**src/rtl/prog_loader.sv**
```systemverilog
// prog_loader: boot-time instruction-memory loader.
// Receives a framed byte stream (SYNC, LEN_HI, LEN_LO, N big-endian words, CHK) over a
// valid/ready handshake. It writes word i to byte address 2*i and keeps the CPU in reset
// until a frame with a good checksum has been loaded.
// Ports:
//   clk, reset      - clock; asynchronous active-low reset
//   rx_data/valid   - incoming byte stream
//   rx_ready        - byte accepted on posedge when rx_valid & rx_ready
//   imem_we/addr/   - one-cycle instruction-memory write strobe, byte address, data
//   imem_wdata
//   cpu_reset       - active-high CPU reset, released only after a good load
//   done, err       - load complete / frame rejected
module prog_loader #(
  parameter int unsigned DEPTH = 256,
  parameter logic [7:0]  SYNC  = 8'hA5
) (
  input  logic        clk,
  input  logic        reset,
  input  logic [7:0]  rx_data,
  input  logic        rx_valid,
  output logic        rx_ready,
  output logic        imem_we,
  output logic [15:0] imem_addr,
  output logic [15:0] imem_wdata,
  output logic        cpu_reset,
  output logic        done,
  output logic        err
);

  typedef enum logic [2:0] {
    StIdle, StLenHi, StLenLo, StDataHi, StDataLo, StCheck, StDone, StError
  } state_e;

  state_e      state_q, state_d;
  logic [15:0] cnt_q, cnt_d;
  logic [15:0] len_q, len_d;
  logic [7:0]  xor_q, xor_d;
  logic [7:0]  hi_q, hi_d;
  logic        we_q, we_d;
  logic [15:0] addr_q, addr_d;
  logic [15:0] wdata_q, wdata_d;

  logic        accept;
  logic [15:0] len_rx;

  assign rx_ready = (state_q != StDone);
  assign accept   = rx_valid & rx_ready;
  // Full length as it becomes known while the LEN_LO byte is on the bus.
  assign len_rx   = {len_q[15:8], rx_data};

  always_comb begin
    state_d = state_q;
    cnt_d   = cnt_q;
    len_d   = len_q;
    xor_d   = xor_q;
    hi_d    = hi_q;
    we_d    = 1'b0;
    addr_d  = addr_q;
    wdata_d = wdata_q;
    if (accept) begin
      unique case (state_q)
        StIdle, StError: begin
          if (rx_data == SYNC) begin
            cnt_d   = '0;
            xor_d   = '0;
            state_d = StLenHi;
          end
        end
        StLenHi: begin
          len_d   = {rx_data, 8'h00};
          xor_d   = xor_q ^ rx_data;
          state_d = StLenLo;
        end
        StLenLo: begin
          len_d = len_rx;
          xor_d = xor_q ^ rx_data;
          if (32'(len_rx) > DEPTH) begin
            state_d = StError;
          end else if (len_rx == 16'd0) begin
            state_d = StCheck;
          end else begin
            state_d = StDataHi;
          end
        end
        StDataHi: begin
          hi_d    = rx_data;
          xor_d   = xor_q ^ rx_data;
          state_d = StDataLo;
        end
        StDataLo: begin
          we_d    = 1'b1;
          addr_d  = {cnt_q[14:0], 1'b0};
          wdata_d = {hi_q, rx_data};
          cnt_d   = cnt_q + 16'd1;
          xor_d   = xor_q ^ rx_data;
          state_d = (cnt_q + 16'd1 == len_q) ? StCheck : StDataHi;
        end
        StCheck: begin
          state_d = (rx_data == xor_q) ? StDone : StError;
        end
        StDone: begin
          state_d = StDone;
        end
        default: begin
          state_d = StIdle;
        end
      endcase
    end
  end

  always_ff @(posedge clk or negedge reset) begin
    if (!reset) begin
      state_q <= StIdle;
      cnt_q   <= '0;
      len_q   <= '0;
      xor_q   <= '0;
      hi_q    <= '0;
      we_q    <= 1'b0;
      addr_q  <= '0;
      wdata_q <= '0;
    end else begin
      state_q <= state_d;
      cnt_q   <= cnt_d;
      len_q   <= len_d;
      xor_q   <= xor_d;
      hi_q    <= hi_d;
      we_q    <= we_d;
      addr_q  <= addr_d;
      wdata_q <= wdata_d;
    end
  end

  assign imem_we    = we_q;
  assign imem_addr  = addr_q;
  assign imem_wdata = wdata_q;
  assign done       = (state_q == StDone);
  assign err        = (state_q == StError);
  assign cpu_reset  = (state_q != StDone);

endmodule

```
**config.mk**
```make
export PLATFORM = sky130hd
export DESIGN_NAME = prog_loader
export DESIGN_NICKNAME = d
export VERILOG_FILES = /design/src/rtl/prog_loader.sv
export SDC_FILE = /design/constraint.sdc
export NUM_CORES = 1
export LEC_CHECK = 0
export ABC_CLOCK_PERIOD_IN_PS = 3300
export BUFFER_PORTS_ARGS = -buffer_cell sky130_fd_sc_hd__buf_2
export CORE_MARGIN = 2
export CORE_UTILIZATION = 45
export CTS_CLUSTER_SIZE = 24
export DETAILED_ROUTE_END_ITERATION = 6
export SLEW_MARGIN = 20
export SYNTH_ARGS = -nofsm -noshare
export SYNTH_HDL_FRONTEND = slang
export SYNTH_SLANG_ARGS = --single-unit
```
**constraint.sdc**
```tcl
create_clock -name clk -period 3.3 [get_ports clk]
set_input_delay 0.66 -clock clk [delete_from_list [all_inputs] [get_ports clk]]
set_output_delay 0.66 -clock clk [all_outputs]
set_load 0.02 [all_outputs]
```
# Word level (Yosys, flattened, before mapping)
# Index checks and enable logic that the tools add are counted.
# classes
eq_ne	12
mux	13
n_bitwise	3
order_cmp	1
reduce_logical	14
addsub	1
# ops
operator	count
$pmux 16 s2	2
$pmux 3 s7	1
$add 16x1->16 const B	1
$eq 16x16->1	1
$gt 16x9->1 const B	1
$logic_not 16->1	1
$mux 16	1
$pmux 8 s2	1
$eq 3x3->1 const B	4
$mux 3	4
$reduce_and 3->1	3
$eq 8x8->1	1
$eq 8x8->1 const B	1
$mux 8	1
$reduce_and 2->1	4
$xor 8x8->8	1
$eq 3x2->1 const B	2
$reduce_bool 2->1	3
$reduce_or 4->1	1
$eq 3x1->1 const B	1
$logic_not 3->1	1
$mux 1	3
$ne 3x3->1 const B	1
$ne 2x2->1 const B	1
other kinds (3)	3
# totals
ff_bits	83
wordCells	53
output_inout_bits	37

# Longest topological paths before layout
# logic_depth
depth_word	4
depth_mapped	8

# Worst setup path before layout
# OpenSTA, ideal clock, no wires.
# synth_path
kind	in2reg
start	in rx_data[6]
end	reg cnt_q[13]
setup_slack_ns	0.969
setup_ns	0.133
path_stages	8
t_required_ns	3.167
arrival_ns	2.198
path_cell_list	buf_2 > nor4_1 > nand4_1 > nand2_1 > a21oi_1 > clkbuf_1 > o21ai_0 > o41ai_1
# synth_via
elab_chain_len	3
# synth_rtl
element	line	source
start: declaration	19	input logic [7:0] rx_data,
$eq 8x8->1	63	if (rx_data == SYNC) begin
$ne 2x2->1 (no source line)	--	
$reduce_and 3->1 (no source line)	--	
end signal: assignment	123	cnt_q <= cnt_d;
end: declaration	35	logic [15:0] cnt_q, cnt_d;
# No other way between the ends.
# A chain may end at the register's enable or synchronous reset.

# Worst setup path in the final report
# layout_path
start	reg cnt_q[0]
end	reg state_q[1]
# layout_via
elab_chain_len	4
# layout_rtl
element	line	source
$add 16x1->16	96	state_d = (cnt_q + 16'd1 == len_q) ? StCheck : StDataHi;
$eq 16x16->1	96	
$mux 3	96	
$pmux 3 s7	61	unique case (state_q)
end signal: assignment	113	state_q <= StIdle;
end signal: assignment	122	state_q <= state_d;
end: declaration	34	state_e state_q, state_d;
# No other way between the ends.

==> flow_summary.rst <==
.. list-table::
   :header-rows: 1

   * - Metric
     - Value
   * - Status
     - finished, final reports clean
   * - Share of final-layout standard cells stronger than drive strength 1
     - 17.3%
   * - Mean routed wirelength per cell
     - 15.3 um
   * - R2r startpoint
     - cnt_q[0]
   * - Proportion of power drawn by combinational gates
     - 35.8%
   * - Combinational family with the most area after synthesis
     - simple AND/OR/NAND/NOR gates
   * - Buffer count from post-CTS setup fixing
     - 0
   * - Min cycle time layout
     - 2.63 ns
   * - Count of cell types in the netlist
     - 55
   * - # clock sinks
     - 83
   * - Final hold violation count
     - 0
   * - Synthesized-area fraction occupied by xor and xnor cells
     - 5.54%
   * - Site row count
     - 36
   * - Highest Clock Rate
     - 0.380 GHz
   * - Non-filler cells, final
     - 664
   * - Area of the core
     - 9640 um^2
   * - Post-Route WL
     - 10200 um
   * - P per Cell Area
     - 767 nW/um^2
   * - Number of antenna violations at the first check in global routing
     - 0
   * - Count of antenna diodes in the layout
     - 0
   * - Largest buffer count on any clock path
     - 2
   * - Count of mapped cells out of synthesis
     - 503
   * - Async set or reset register ratio after synthesis
     - 100%
   * - Static leakage power
     - 2.38 nW
   * - Combined area of all synthesized cells
     - 4430 um^2
   * - Total setup violations reported at the end of the flow
     - 0
   * - Met1 WL
     - 4730 um
   * - Floorplan die height
     - 103 um
   * - Global routing usage summed across all routing layers
     - 20.7%
   * - Number of gates resized after cts
     - 0
   * - Source-to-sink clock delay at the later pin of the worst-skew pair
     - 0.36 ns
   * - Sequential-to-total area share from yosys stat
     - 46.9%
   * - Routed wl met3
     - 413 um
   * - Signed area change from the synthesized netlist to the final layout
     - 11.2%
   * - Number of warnings printed during yosys synthesis
     - 0
   * - Path type of the worst min-delay path
     - in -> async
   * - PortBufs
     - 46
   * - R2r endpoint
     - state_q[1]
   * - Post-route clock period utilization
     - 79.8%
   * - Mean post-synth cell area
     - 8.80 um^2
   * - RD Place Congestion
     - 0.855
   * - # H-tree levels
     - 3
   * - Register cell area after layout
     - 2080 um^2
   * - Crit path kind
     - reg -> reg
   * - Via count of the first global-routing pass
     - 3407
   * - Number of I/O pins
     - 48
   * - Initial cell density of the core
     - 45.9%
   * - RSZ-0062 raised after global routing
     - false
   * - Floorplan die area
     - 10600 um^2
   * - Placed wire-length estimate after detailed placement
     - 6660 um
   * - Total met2 wirelength after detailed routing
     - 4870 um
   * - Via count normalized by instance count
     - 5.37
   * - Clock tree root buffer cell
     - sky130_fd_sc_hd__clkbuf_8
   * - Number of fillers in the final layout
     - 935
   * - Critical path data arrival time
     - 2.87 ns
   * - Clk network pwr share
     - 21.4%
   * - Compound-gate portion of the synthesized area
     - 13.7%
   * - Crit path capture type
     - flop
   * - Worst Path Required
     - 3.53 ns
   * - Horizontal extent of the die
     - 103 um
   * - Worst Tran Pin Value
     - 0.899 ns
   * - Total Negative Setup Slacks
     - 0 ns
   * - Synth top cells by count
     - sky130_fd_sc_hd__nand2_1, sky130_fd_sc_hd__dfrtp_1, sky130_fd_sc_hd__o21ai_0
   * - Main flop type after synthesis
     - sky130_fd_sc_hd__dfrtp_1
   * - Pin count of the biggest net entering global routing
     - 84
   * - Number of synthesized flops with an enable pin
     - 0
   * - Library cell occupying the most area in the post-synthesis netlist
     - sky130_fd_sc_hd__dfrtp_1
   * - DRC violation total after the first TritonRoute iteration
     - 191
   * - Final max-slew violation count
     - 0
   * - Normalized max-slew margin
     - 39.7%
   * - Depth of the worst register-to-register path
     - 7
   * - Startpoint types
     - flop
   * - Share of Yosys cell area claimed by the top area cell type
     - 46.9%
   * - Count of placed standard cells including taps
     - 648
   * - Via count of the routed design
     - 3566
   * - Number of synthesized register bits
     - 83
   * - Combined area of the multi-input logic cells
     - 2170 um^2
   * - TritonCTS Buffers
     - 9
   * - Internal Dissipation
     - 0.00229 W
   * - Proportion of synthesized area in mux cells
     - 4.07%
   * - Post-synthesis simple-gate area fraction
     - 25.1%
   * - Post-detailed-route count of antenna-violating nets
     - 0
   * - Total number of nets in the final design
     - 538
   * - Total iterations of the first detailed-routing run
     - 4
   * - Net Count, Synth
     - 515
   * - Sw Share
     - 39.4%
   * - Clk slew on worst S/H paths
     - 0.10 ns
   * - Synth area leaders
     - sky130_fd_sc_hd__dfrtp_1, sky130_fd_sc_hd__nand2_1, sky130_fd_sc_hd__o21ai_0
   * - Switching power
     - 0.00149 W
   * - Clock tree from TritonCTS
     - done
   * - Most frequently used cell type in the post-synthesis netlist
     - sky130_fd_sc_hd__nand2_1
   * - Critical Path Fanout Max
     - 8
   * - Seq pwr share
     - 42.8%
   * - Worst vdd ir
     - 0.335 mV
   * - Residual DRC count
     - 0
   * - Highest routed metal layer
     - met4
   * - Share of synthesized cell area in full adder, half adder and majority cells
     - 0.283%
   * - Slack of the worst reg-to-reg path
     - 0.67 ns
   * - Remaining global-route overflow
     - 0
   * - Worst Hold Margin
     - 0.337 ns
   * - Worst-case clock skew
     - 0.0127 ns
   * - First-pass GRT wire length
     - 17200 um
   * - Number of max-cap violations
     - 0
   * - Post-cts hold buffer count
     - 0
==> critical path, stage by stage, from the launching register on <==
cell	delay, ns
sky130_fd_sc_hd__dfrtp_1	0.52
sky130_fd_sc_hd__ha_1	0.33
sky130_fd_sc_hd__nand3_1	0.24
sky130_fd_sc_hd__nor3_1	0.56
sky130_fd_sc_hd__xor2_1	0.14
sky130_fd_sc_hd__o211a_1	0.25
sky130_fd_sc_hd__nor4_2	0.34
sky130_fd_sc_hd__o21ai_0	0.12
==> cell usage in the layout, fill, tap and decap left out, drive strengths merged, types with 7 or more instances in the layout <==
| cell | count |
|---|---|
| nand2 | 133 |
| a2bb2oi | 8 |
| nand2b | 14 |
| clkbuf | 9 |
| nand3 | 12 |
| o21ai | 51 |
| a21oi | 9 |
| xor2 | 12 |
| xnor2 | 16 |
| buf | 51 |
| o31ai | 7 |
| nand4 | 8 |
| inv | 9 |
| mux2 | 16 |
| nor2 | 27 |
| dfrtp | 83 |
==> metal layers <==
layer	vias to the layer above	global-route usage (%)
met5	-	0
met4	0	6.17
met3	14	3.43
met2	83	34.0
met1	1702	28.3
li1	1767	-
==> power groups by stage <==
| stage | combinational, W | clock (W) | sequential (W) |
|---|---|---|---|
| floorplan | 0.000939 | 0 | 0.00168 |
| global placement | 0.00133 | 0 | 0.00162 |
| detailed placement | 0.00136 | 0 | 0.00164 |
| CTS | 0.00137 | 0.000833 | 0.00162 |
| global route | 0.00151 | 0.000870 | 0.00167 |
| finish | 0.00135 | 0.000809 | 0.00162 |
==> state kept, by name (all words and copies together), names as in the netlist <==
register and flops:
imem_wdata 16, state_q 3, xor_q 8, cnt_q 16, imem_addr 15, len_q 16, imem_we 1, hi_q 8
==> worst max path at each step <==
| stage | endpoint | depth (start not counted) | slack (ns) | startpoint |
|---|---|---|---|---|
| 2_1_floorplan | cnt_q[13] | 8 | 0.97 | rx_data[6] |
| 3_3_place_gp | cnt_q[13] | 7 | 0.54 | rx_data[0] |
| 3_5_place_dp | xor_q[3] | 7 | 0.57 | rx_data[6] |
| 4_1_cts | state_q[1] | 7 | 0.64 | cnt_q[0] |
| 5_1_grt | state_q[1] | 7 | 0.40 | cnt_q[0] |
| 6_report | state_q[1] | 7 | 0.67 | cnt_q[0] |
==> cells by family after synthesis <==
| group | after synthesis |
|---|---|
| and+or+nand+nor | 232 |
| AOI/OAI and AO/OA | 98 |
| xor gates and xnor gates | 28 |
| muxes | 16 |
| buffers and inverters | 44 |
| DFF | 83 |
| other | 1 |
| adders and majority gates | 1 |
==> per-stage QoR <==
stage | util (%) | total power, W | setup WS, ns | cell area (um^2)
4_1_cts | 51.0 | 0.00382 | 0.637 | 4920
3_3_place_gp | 48.8 | 0.00295 | 0.544 | 4700
2_1_floorplan | - | 0.00262 | 0.969 | 4430
6_report | 51.1 | 0.00378 | 0.666 | 4920
5_1_grt | 51.1 | 0.00405 | 0.403 | 4920
3_5_place_dp | 48.8 | 0.00300 | 0.572 | 4700
==> cell type report <==
| cell class | instances | area share (%) |
|---|---|---|
| Tap cell | 133 | 3.38 |
| Sequential cell | 83 | 42.2 |
| Inverter | 5 | 0.381 |
| Multi-Input combinational cell | 376 | 44.1 |
| Clock buffer | 9 | 2.52 |
| Clock inverter | 7 | 1.86 |
| Timing Repair Buffer | 51 | 5.57 |
(Power assumes the default switching activity.)
